## config.mk

```make
export PLATFORM = sky130hd
export DESIGN_NAME = mul32_seq
export DESIGN_NICKNAME = d
export VERILOG_FILES = /design/src/rtl/mul_seq_pkg.sv /design/src/rtl/MUL_32bit.sv /design/src/rtl/mul32_seq.sv
export SDC_FILE = /design/constraint.sdc
export NUM_CORES = 1
export LEC_CHECK = 0
export BUFFER_PORTS_ARGS = -buffer_cell sky130_fd_sc_hd__clkbuf_2
export CAP_MARGIN = 20
export CORE_UTILIZATION = 50
export DETAILED_ROUTE_END_ITERATION = 7
export PLACE_DENSITY = 0.68
export SYNTH_ARGS = -nofsm -noshare
export SYNTH_HDL_FRONTEND = slang
export SYNTH_HIERARCHICAL = 1
export SYNTH_SLANG_ARGS = --single-unit
```

## constraint.sdc

```tcl
create_clock -name clk -period 11.05 [get_ports clk]
set_input_delay 0.5525 -clock clk [delete_from_list [all_inputs] [get_ports clk]]
set_output_delay 0.5525 -clock clk [all_outputs]
set_load 0.01 [all_outputs]
```

## src/rtl/mul_seq_pkg.sv

```systemverilog
// mul_seq_pkg: shared widths and state encoding for the sequential
// 32x32 multiplier controller (mul32_seq) and its 32x8 product stage.
package mul_seq_pkg;

  localparam int OPW   = 32;  // operand width
  localparam int BYTEW = 8;   // multiplier slice consumed per cycle
  localparam int PPW   = 40;  // partial product width (OPW + BYTEW)
  localparam int RESW  = 64;  // full product width
  localparam int STEPS = 4;   // slices per job (OPW / BYTEW)
  localparam int CNTW  = 2;   // slice counter width

  typedef enum logic [1:0] {
    IDLE = 2'd0,
    RUN  = 2'd1,
    DONE = 2'd2
  } state_e;

endpackage

```

## src/rtl/MUL_32bit.sv

```systemverilog
// MUL_32bit: combinational 32x8 unsigned multiplier used as the
// partial-product stage.
//   a_i [31:0]  multiplicand
//   b_i [7:0]   multiplier byte
//   p_o [39:0]  a_i * b_i, exact
module MUL_32bit
  import mul_seq_pkg::*;
(
  input  logic [OPW-1:0]   a_i,
  input  logic [BYTEW-1:0] b_i,
  output logic [PPW-1:0]   p_o
);

  // Both operands zero-extended to the product width so no bits are lost.
  assign p_o = {{BYTEW{1'b0}}, a_i} * {{OPW{1'b0}}, b_i};

endmodule

```

## src/rtl/mul32_seq.sv

```systemverilog
// mul32_seq: multi-cycle 32x32 unsigned multiplier. One byte of B is
// multiplied per cycle through MUL_32bit and shift-accumulated into a
// 64-bit sum; the finished product is published with a one-cycle done.
//   clk      rising-edge clock
//   nrst     asynchronous active-low reset
//   start    job request, accepted in IDLE or DONE
//   A, B     unsigned operands, latched on accept
//   busy     high while the job is running
//   done     one-cycle pulse, Product newly updated
//   Product  last completed result, held until the next completion
module mul32_seq
  import mul_seq_pkg::*;
(
  input  logic            clk,
  input  logic            nrst,
  input  logic            start,
  input  logic [OPW-1:0]  A,
  input  logic [OPW-1:0]  B,
  output logic            busy,
  output logic            done,
  output logic [RESW-1:0] Product
);

  state_e            state_q;
  logic [CNTW-1:0]   cnt_q;
  logic [OPW-1:0]    opa_q, opb_q;
  logic [RESW-1:0]   acc_q, acc_d;
  logic [RESW-1:0]   prod_q;
  logic              busy_q, done_q;

  logic [BYTEW-1:0]  b_byte;
  logic [PPW-1:0]    pp;
  logic [RESW-1:0]   pp_sh;

  // Select the multiplier byte for this step.
  always_comb begin
    b_byte = opb_q[BYTEW-1:0];
    case (cnt_q)
      2'd0: b_byte = opb_q[ 7: 0];
      2'd1: b_byte = opb_q[15: 8];
      2'd2: b_byte = opb_q[23:16];
      2'd3: b_byte = opb_q[31:24];
      default: b_byte = opb_q[7:0];
    endcase
  end

  MUL_32bit u_pp (
    .a_i (opa_q),
    .b_i (b_byte),
    .p_o (pp)
  );

  // Partial product weighted by 2^(8*cnt); the sum never exceeds 64 bits.
  assign pp_sh = {{(RESW-PPW){1'b0}}, pp} << {cnt_q, 3'b000};
  assign acc_d = acc_q + pp_sh;

  always_ff @(posedge clk or negedge nrst) begin
    if (!nrst) begin
      state_q <= IDLE;
      cnt_q   <= '0;
      opa_q   <= '0;
      opb_q   <= '0;
      acc_q   <= '0;
      prod_q  <= '0;
      busy_q  <= 1'b0;
      done_q  <= 1'b0;
    end else begin
      case (state_q)
        // DONE accepts a new job exactly like IDLE, giving back-to-back jobs.
        IDLE, DONE: begin
          done_q <= 1'b0;
          if (start) begin
            opa_q   <= A;
            opb_q   <= B;
            acc_q   <= '0;
            cnt_q   <= '0;
            busy_q  <= 1'b1;
            state_q <= RUN;
          end else begin
            state_q <= IDLE;
          end
        end
        RUN: begin
          acc_q <= acc_d;
          cnt_q <= cnt_q + CNTW'(1);
          if (cnt_q == CNTW'(STEPS-1)) begin
            prod_q  <= acc_d;
            done_q  <= 1'b1;
            busy_q  <= 1'b0;
            state_q <= DONE;
          end
        end
        default: begin
          busy_q  <= 1'b0;
          done_q  <= 1'b0;
          state_q <= IDLE;
        end
      endcase
    end
  end

  assign busy    = busy_q;
  assign done    = done_q;
  assign Product = prod_q;

endmodule

```

; ---- Word-level counts from Yosys, hierarchy flattened
; Cells that the tools add are included.
[totals]
out_inout_bits = 66
regBits = 198
[op_classes]
n_reduce_logical = 8
shifts = 1
n_mul = 1
n_mux = 13
add_sub_neg = 2
eq_ne = 7
[op_table]
columns = op, count
row1 = $pmux W64 S2, 1
row2 = $add A64 B64 Y64, 1
row3 = $mux W64, 1
row4 = $shl A40 B5 Y64, 1
row5 = $mul A32 B8 Y40, 1
row6 = $pmux W8 S4, 1
row7 = $pmux W2 S2, 2
row8 = $reduce_and A2 Y1, 4
row9 = $eq A2 B2 Y1 const B, 3
row10 = $mux W1, 5
row11 = $eq A2 B1 Y1 const B, 2
row12 = $logic_not A2 Y1, 2
row13 = $mux W2, 2
row14 = $ne A2 B2 Y1 const B, 2
row15 = $add A2 B1 Y2 const B, 1
row16 = $pmux W1 S2, 1
row17 = $reduce_bool A2 Y1, 1
row18 = $reduce_or A2 Y1, 1

; ---- Logic depth before layout (Yosys ltp)
[depth]
ltp_word = 6
mapped_depth = 41

; ---- Hierarchy
; Netlist, hierarchy kept.
[by_module_without_submodules]
columns = mod, area_each_um2, cells_per_inst, n_inst, seq_area_each_um2
row1 = mul32_seq, 12019.0, 1319, 1, 4929.7
row2 = MUL_32bit, 8287.9, 975, 1, 0.0

; ---- Worst setup path after synthesis
; Ideal clock, no wire load.
[synth_timing]
kind = register -> register
start = register cnt_q[1]
end = register acc_q[58]
path_buffers = 5
path_slack_ns = 1.989
stages_incl_launch_ff = 39
required_time_ns = 10.919
arrival_ns = 8.930
setup_time_ns = 0.131
cell_sequence = dfrtp_1 -> clkbuf_1 -> buf_1 -> clkinv_1 -> ha_1 -> clkbuf_1 -> mux2i_1 -> clkbuf_1 -> nand2_1 -> fa_1 -> fa_1 -> inv_1 -> fa_1 -> inv_1 -> fa_1 -> inv_1 -> ha_1 -> a21o_1 -> [... 3 more ...] -> a21oi_1 -> o31ai_1 -> xor2_1 -> mux2_2 -> nor2_1 -> a21oi_1 -> ha_1 -> clkbuf_1 -> o21ai_0 -> o211ai_1 -> a41oi_1 -> nand4_1 -> a31oi_1 -> nor3_1 -> o21ai_1 -> nand3_1 -> nor4b_1 -> or3_1
[synth_via]
elab_chain_cells = 6
[synth_lines]
columns = item, line
row1 = start: declaration, mul32_seq.sv:25  ; logic [CNTW-1:0] cnt_q;
row2 = start signal: assignment, mul32_seq.sv:85  ; cnt_q <= cnt_q + CNTW'(1);
row3 = $eq A2 B2 Y1 (tied with other cells), mul32_seq.sv:38  ; case (cnt_q)
row4 = $pmux W8 S4 *, mul32_seq.sv:38
row5 = via b_byte[7], mul32_seq.sv:31  ; logic [BYTEW-1:0] b_byte;
row6 = $mul A32 B8 Y40 *, MUL_32bit.sv:15  ; assign p_o = {{BYTEW{1'b0}}, a_i} * {{OPW{1'b0}}, b_i};
row7 = via pp[32], mul32_seq.sv:32  ; logic [PPW-1:0] pp;
row8 = $shl A40 B5 Y64 *, mul32_seq.sv:54  ; assign pp_sh = {{(RESW-PPW){1'b0}}, pp} << {cnt_q, 3'b000};
row9 = $add A64 B64 Y64 *, mul32_seq.sv:55  ; assign acc_d = acc_q + pp_sh;
row10 = $pmux W64 S2 *, mul32_seq.sv:68  ; case (state_q)
row11 = end signal: assignment, mul32_seq.sv:63  ; acc_q <= '0;
row12 = end signal: assignment, mul32_seq.sv:75  ; acc_q <= '0;
row13 = end signal: assignment, mul32_seq.sv:84  ; acc_q <= acc_d;
row14 = end: declaration, mul32_seq.sv:27  ; logic [RESW-1:0] acc_q, acc_d;
; The timed path passes the listed nets; every way through them passes the cells marked *.
; A chain may end at the register's enable or synchronous reset.

; ---- Final worst setup path
[layout_timing]
start = register cnt_q[1]
end = register acc_q[61]
; The elaborated chain is that of the path after synthesis.

==> results.json <==
{
  "tns_ps": 0,
  "synth_edf_count": 0,
  "io_pins": 133,
  "clockBufferDepth": 2,
  "path_class": "reg2reg",
  "grt.met2_usage": 0.417,
  "io_buffers": 132,
  "detail_route.vias_per_cell": 5.71,
  "synth_area_sq_um": 20300,
  "fmax_mhz": 95.9,
  "setup_viol": 0,
  "gp_congestion": 0.951,
  "die_w_microns": 204,
  "firstDrtPassIters": 5,
  "hp-class": "in2async",
  "critPathMostFrequentCell": "fa_1",
  "htree_num_levels": 4,
  "cts_sinks": 197,
  "clk_pin_slew_ps": 80,
  "crit_fanout": 13,
  "final_antenna_net_count": 0,
  "synth.avg_cell_area_sq_um": 8.85,
  "syn_nets": 2669,
  "worstMarginPinSlew_ps": 847,
  "crit_path_max_incr_delay_ps": 800,
  "dp_cells": 2864,
  "vias": 16500,
  "grt_util_met3": 0.0444,
  "grt_first_pass_wirelength_microns": 86700,
  "hpwlAfterDp_microns": 41900,
  "routedWlPerCell_microns": 18.4,
  "wirelength_microns": 53200,
  "grt_overflow": 0,
  "status": "completed",
  "crit_family": "adder cells",
  "cp.depth": 34,
  "async_flop_share": 1.00,
  "clock_latency_ps": 500,
  "synth-main-ff-cell": "dfrtp_1",
  "antenna_found_initial": 0,
  "crit_required_ps": 11440,
  "track_usage": 0.267,
  "synth.distinct_cells": 78,
  "post-route-period-util": 0.943,
  "met1_usage": 0.375,
  "fillCellCount": 3670,
  "initial_core_util": 0.509,
  "numCtsBuffers": 17,
  "drv_slew": 0,
  "ys_seq_elements": 197,
  "finalHoldViolations": 0,
  "fin_cells": 2896,
  "yosys.area.top_type_share": 0.243,
  "busiest_layer": "met2",
  "synthTopCellsByArea": "dfrtp_1 (24%), fa_1 (18%), ha_1 (7.8%)",
  "skew_ps": 20.8,
  "syn_inst": 2294,
  "cts_tree": "yes",
  "ctsRootBufferMaster": "clkbuf_16",
  "drc": 0,
  "die_h_microns": 204,
  "worstRegToRegCells": 34,
  "min_period_ps": 10420,
  "syn_to_final_growth_pct": 8.65,
  "coreArea_sq_um": 39900,
  "path_buf_inv": 6,
  "cp.arrival_ps": 10810,
  "grt_max_degree": 99,
  "cp-end-kind": "flop",
  "max_cap_violations": 0,
  "cp_slowest_cell": "mux2i_2",
  "slew_headroom": 0.424,
  "synth_area_leader_cell": "dfrtp_1",
  "final_layout_size_suffix_gt1_frac": 0.128,
  "rows": 73,
  "synth.yosys.warnings": 6,
  "ys_seq_area_frac": 0.243,
  "r2r-start": "cnt_q[1]$_DFFE_PN0P_",
  "rsz0062_at_grt": "no",
  "drtIter0Drc": 1029,
  "die_area_sq_um": 41400,
  "cp-start-kind": "flop",
  "crit_start": "cnt_q[1]$_DFFE_PN0P_",
  "nNetsFinal": 2733,
  "grt_pass1_vias": 16200
}
==> synthesized netlist by cell type, types with 10 or more instances <==
cell	count
clkbuf_1	92
and3_1	14
nor3_1	15
o21bai_1	19
a21o_1	39
ha_1	127
and2_1	214
fa_1	181
nand4_1	36
xnor2_1	50
o21ai_1	14
o211ai_1	11
a21oi_1	125
mux2_2	74
a22o_1	14
buf_2	12
nand2_1	303
o21ai_0	165
o31ai_1	10
nand3_1	18
xor2_1	39
inv_1	232
mux2i_1	51
a31oi_1	17
dfrtp_1	197
nor2_1	97
==> worst register-to-register path: cells and delay by family, from the launching register on <==
kind                     cells  cell delay [ps]
AO/OA/AOI/OAI                9             2500
adder cells (fa/ha/maj)      7             3410
buffers and inverters        6              840
flip-flops                   1              440
multiplexers                 3             1260
XOR/XNOR                     1              470
AND/OR/NAND/NOR              8             1400
==> placed cells by master, fill, tap and decap left out, types with 5 or more instances in the layout <==
cell type,Yosys,routed
a21oi_1,125,125
nor2_1,97,96
o31ai_1,10,10
a211oi_1,7,7
nor3_1,15,15
a21o_1,39,39
o21ai_0,165,165
o21bai_1,19,19
nand3_1,18,18
o21ai_1,14,14
ha_1,127,127
a22o_1,14,14
inv_1,232,232
xnor2_1,50,50
nor2b_1,7,5
a222oi_1,8,8
xor2_1,39,39
or3_1,5,5
buf_4,3,27
dfrtp_1,197,195
nand4_1,36,36
fa_1,181,181
clkbuf_16,0,17
o211ai_1,11,11
mux2i_1,51,43
clkbuf_2,0,131
a41oi_1,5,5
mux2i_2,0,7
a31oi_1,17,17
mux2_2,74,74
o21a_1,9,9
nand2_1,303,302
nand2b_1,5,5
and3_1,14,14
and2_1,214,214
==> state kept, by name, indices dropped and copies added (netlist names) <==
register / flops
Product: 64
acc_q: 64
busy: 1
cnt_q: 2
done: 1
opa_q: 32
opb_q: 32
state_q: 1
==> through the flow <==
step	instance area [sq um]	setup slack [ps]	hold WS [ps]	utilization
final	22100	627	104	0.553
after CTS	22100	622	113	0.552
after floorplan	20300	1990	257	-
after global routing	22100	92.9	157	0.553
after detailed placement	21400	646	470	0.537
after global placement	21400	657	461	0.537
==> path summary, 6_finish.rpt <==
path | to | slack [ps]
worst max-delay path | acc_q[61]$_DFFE_PN0P_ | 630
worst min-delay path | acc_q[14]$_DFFE_PN0P_ | 100
worst max register to register | acc_q[61]$_DFFE_PN0P_ | 630
worst min register to register | Product[6]$_DFFE_PN0P_ | 480
max in group asynchronous | opb_q[28]$_DFFE_PN0P_ | 9620
min in group clk | opb_q[7]$_DFFE_PN0P_ | 260
==> kinds of logic after synthesis <==
family	share of synthesized area
compound gates	0.154
xor+xnor	0.0384
fa+ha+maj	0.257
buf+inv	0.0654
flops	0.243
mux	0.0669
simple gates	0.176
==> area by class of cell <==
class / count / area [sq um] / area share
sequential: 197 / 4930 / 0.224
clock buffer: 17 / 425 / 0.0193
antenna: 1 / 2.50 / 0.000113
inverter: 233 / 875 / 0.0396
timing repair buffer: 159 / 872 / 0.0395
clock inverter: 14 / 186 / 0.00845
tap: 525 / 657 / 0.0298
multi-input combinational: 1750 / 14100 / 0.640
==> layer usage <==
layer	part of all wire	wire [microns]	vias up
met4	0.024	1300	0
met1	0.46	24300	8244
met2	0.47	25100	393
met3	0.049	2590	71
li1	-	-	7814
met5	0	0	-
==> repair_timing <==
| item | 4_1_cts | 5_1_grt |
|---|---|---|
| hold endpoints to repair | 0 | 0 |
| hold buffers | 0 | 0 |
| resized for setup | 0 | 2 |
| endpoints found under the setup margin | 0 | 1 |
| setup buffers | 0 | 0 |
Power is not shown: default switching activity piles up to over one toggle a cycle in this logic, so the estimate is an artifact.
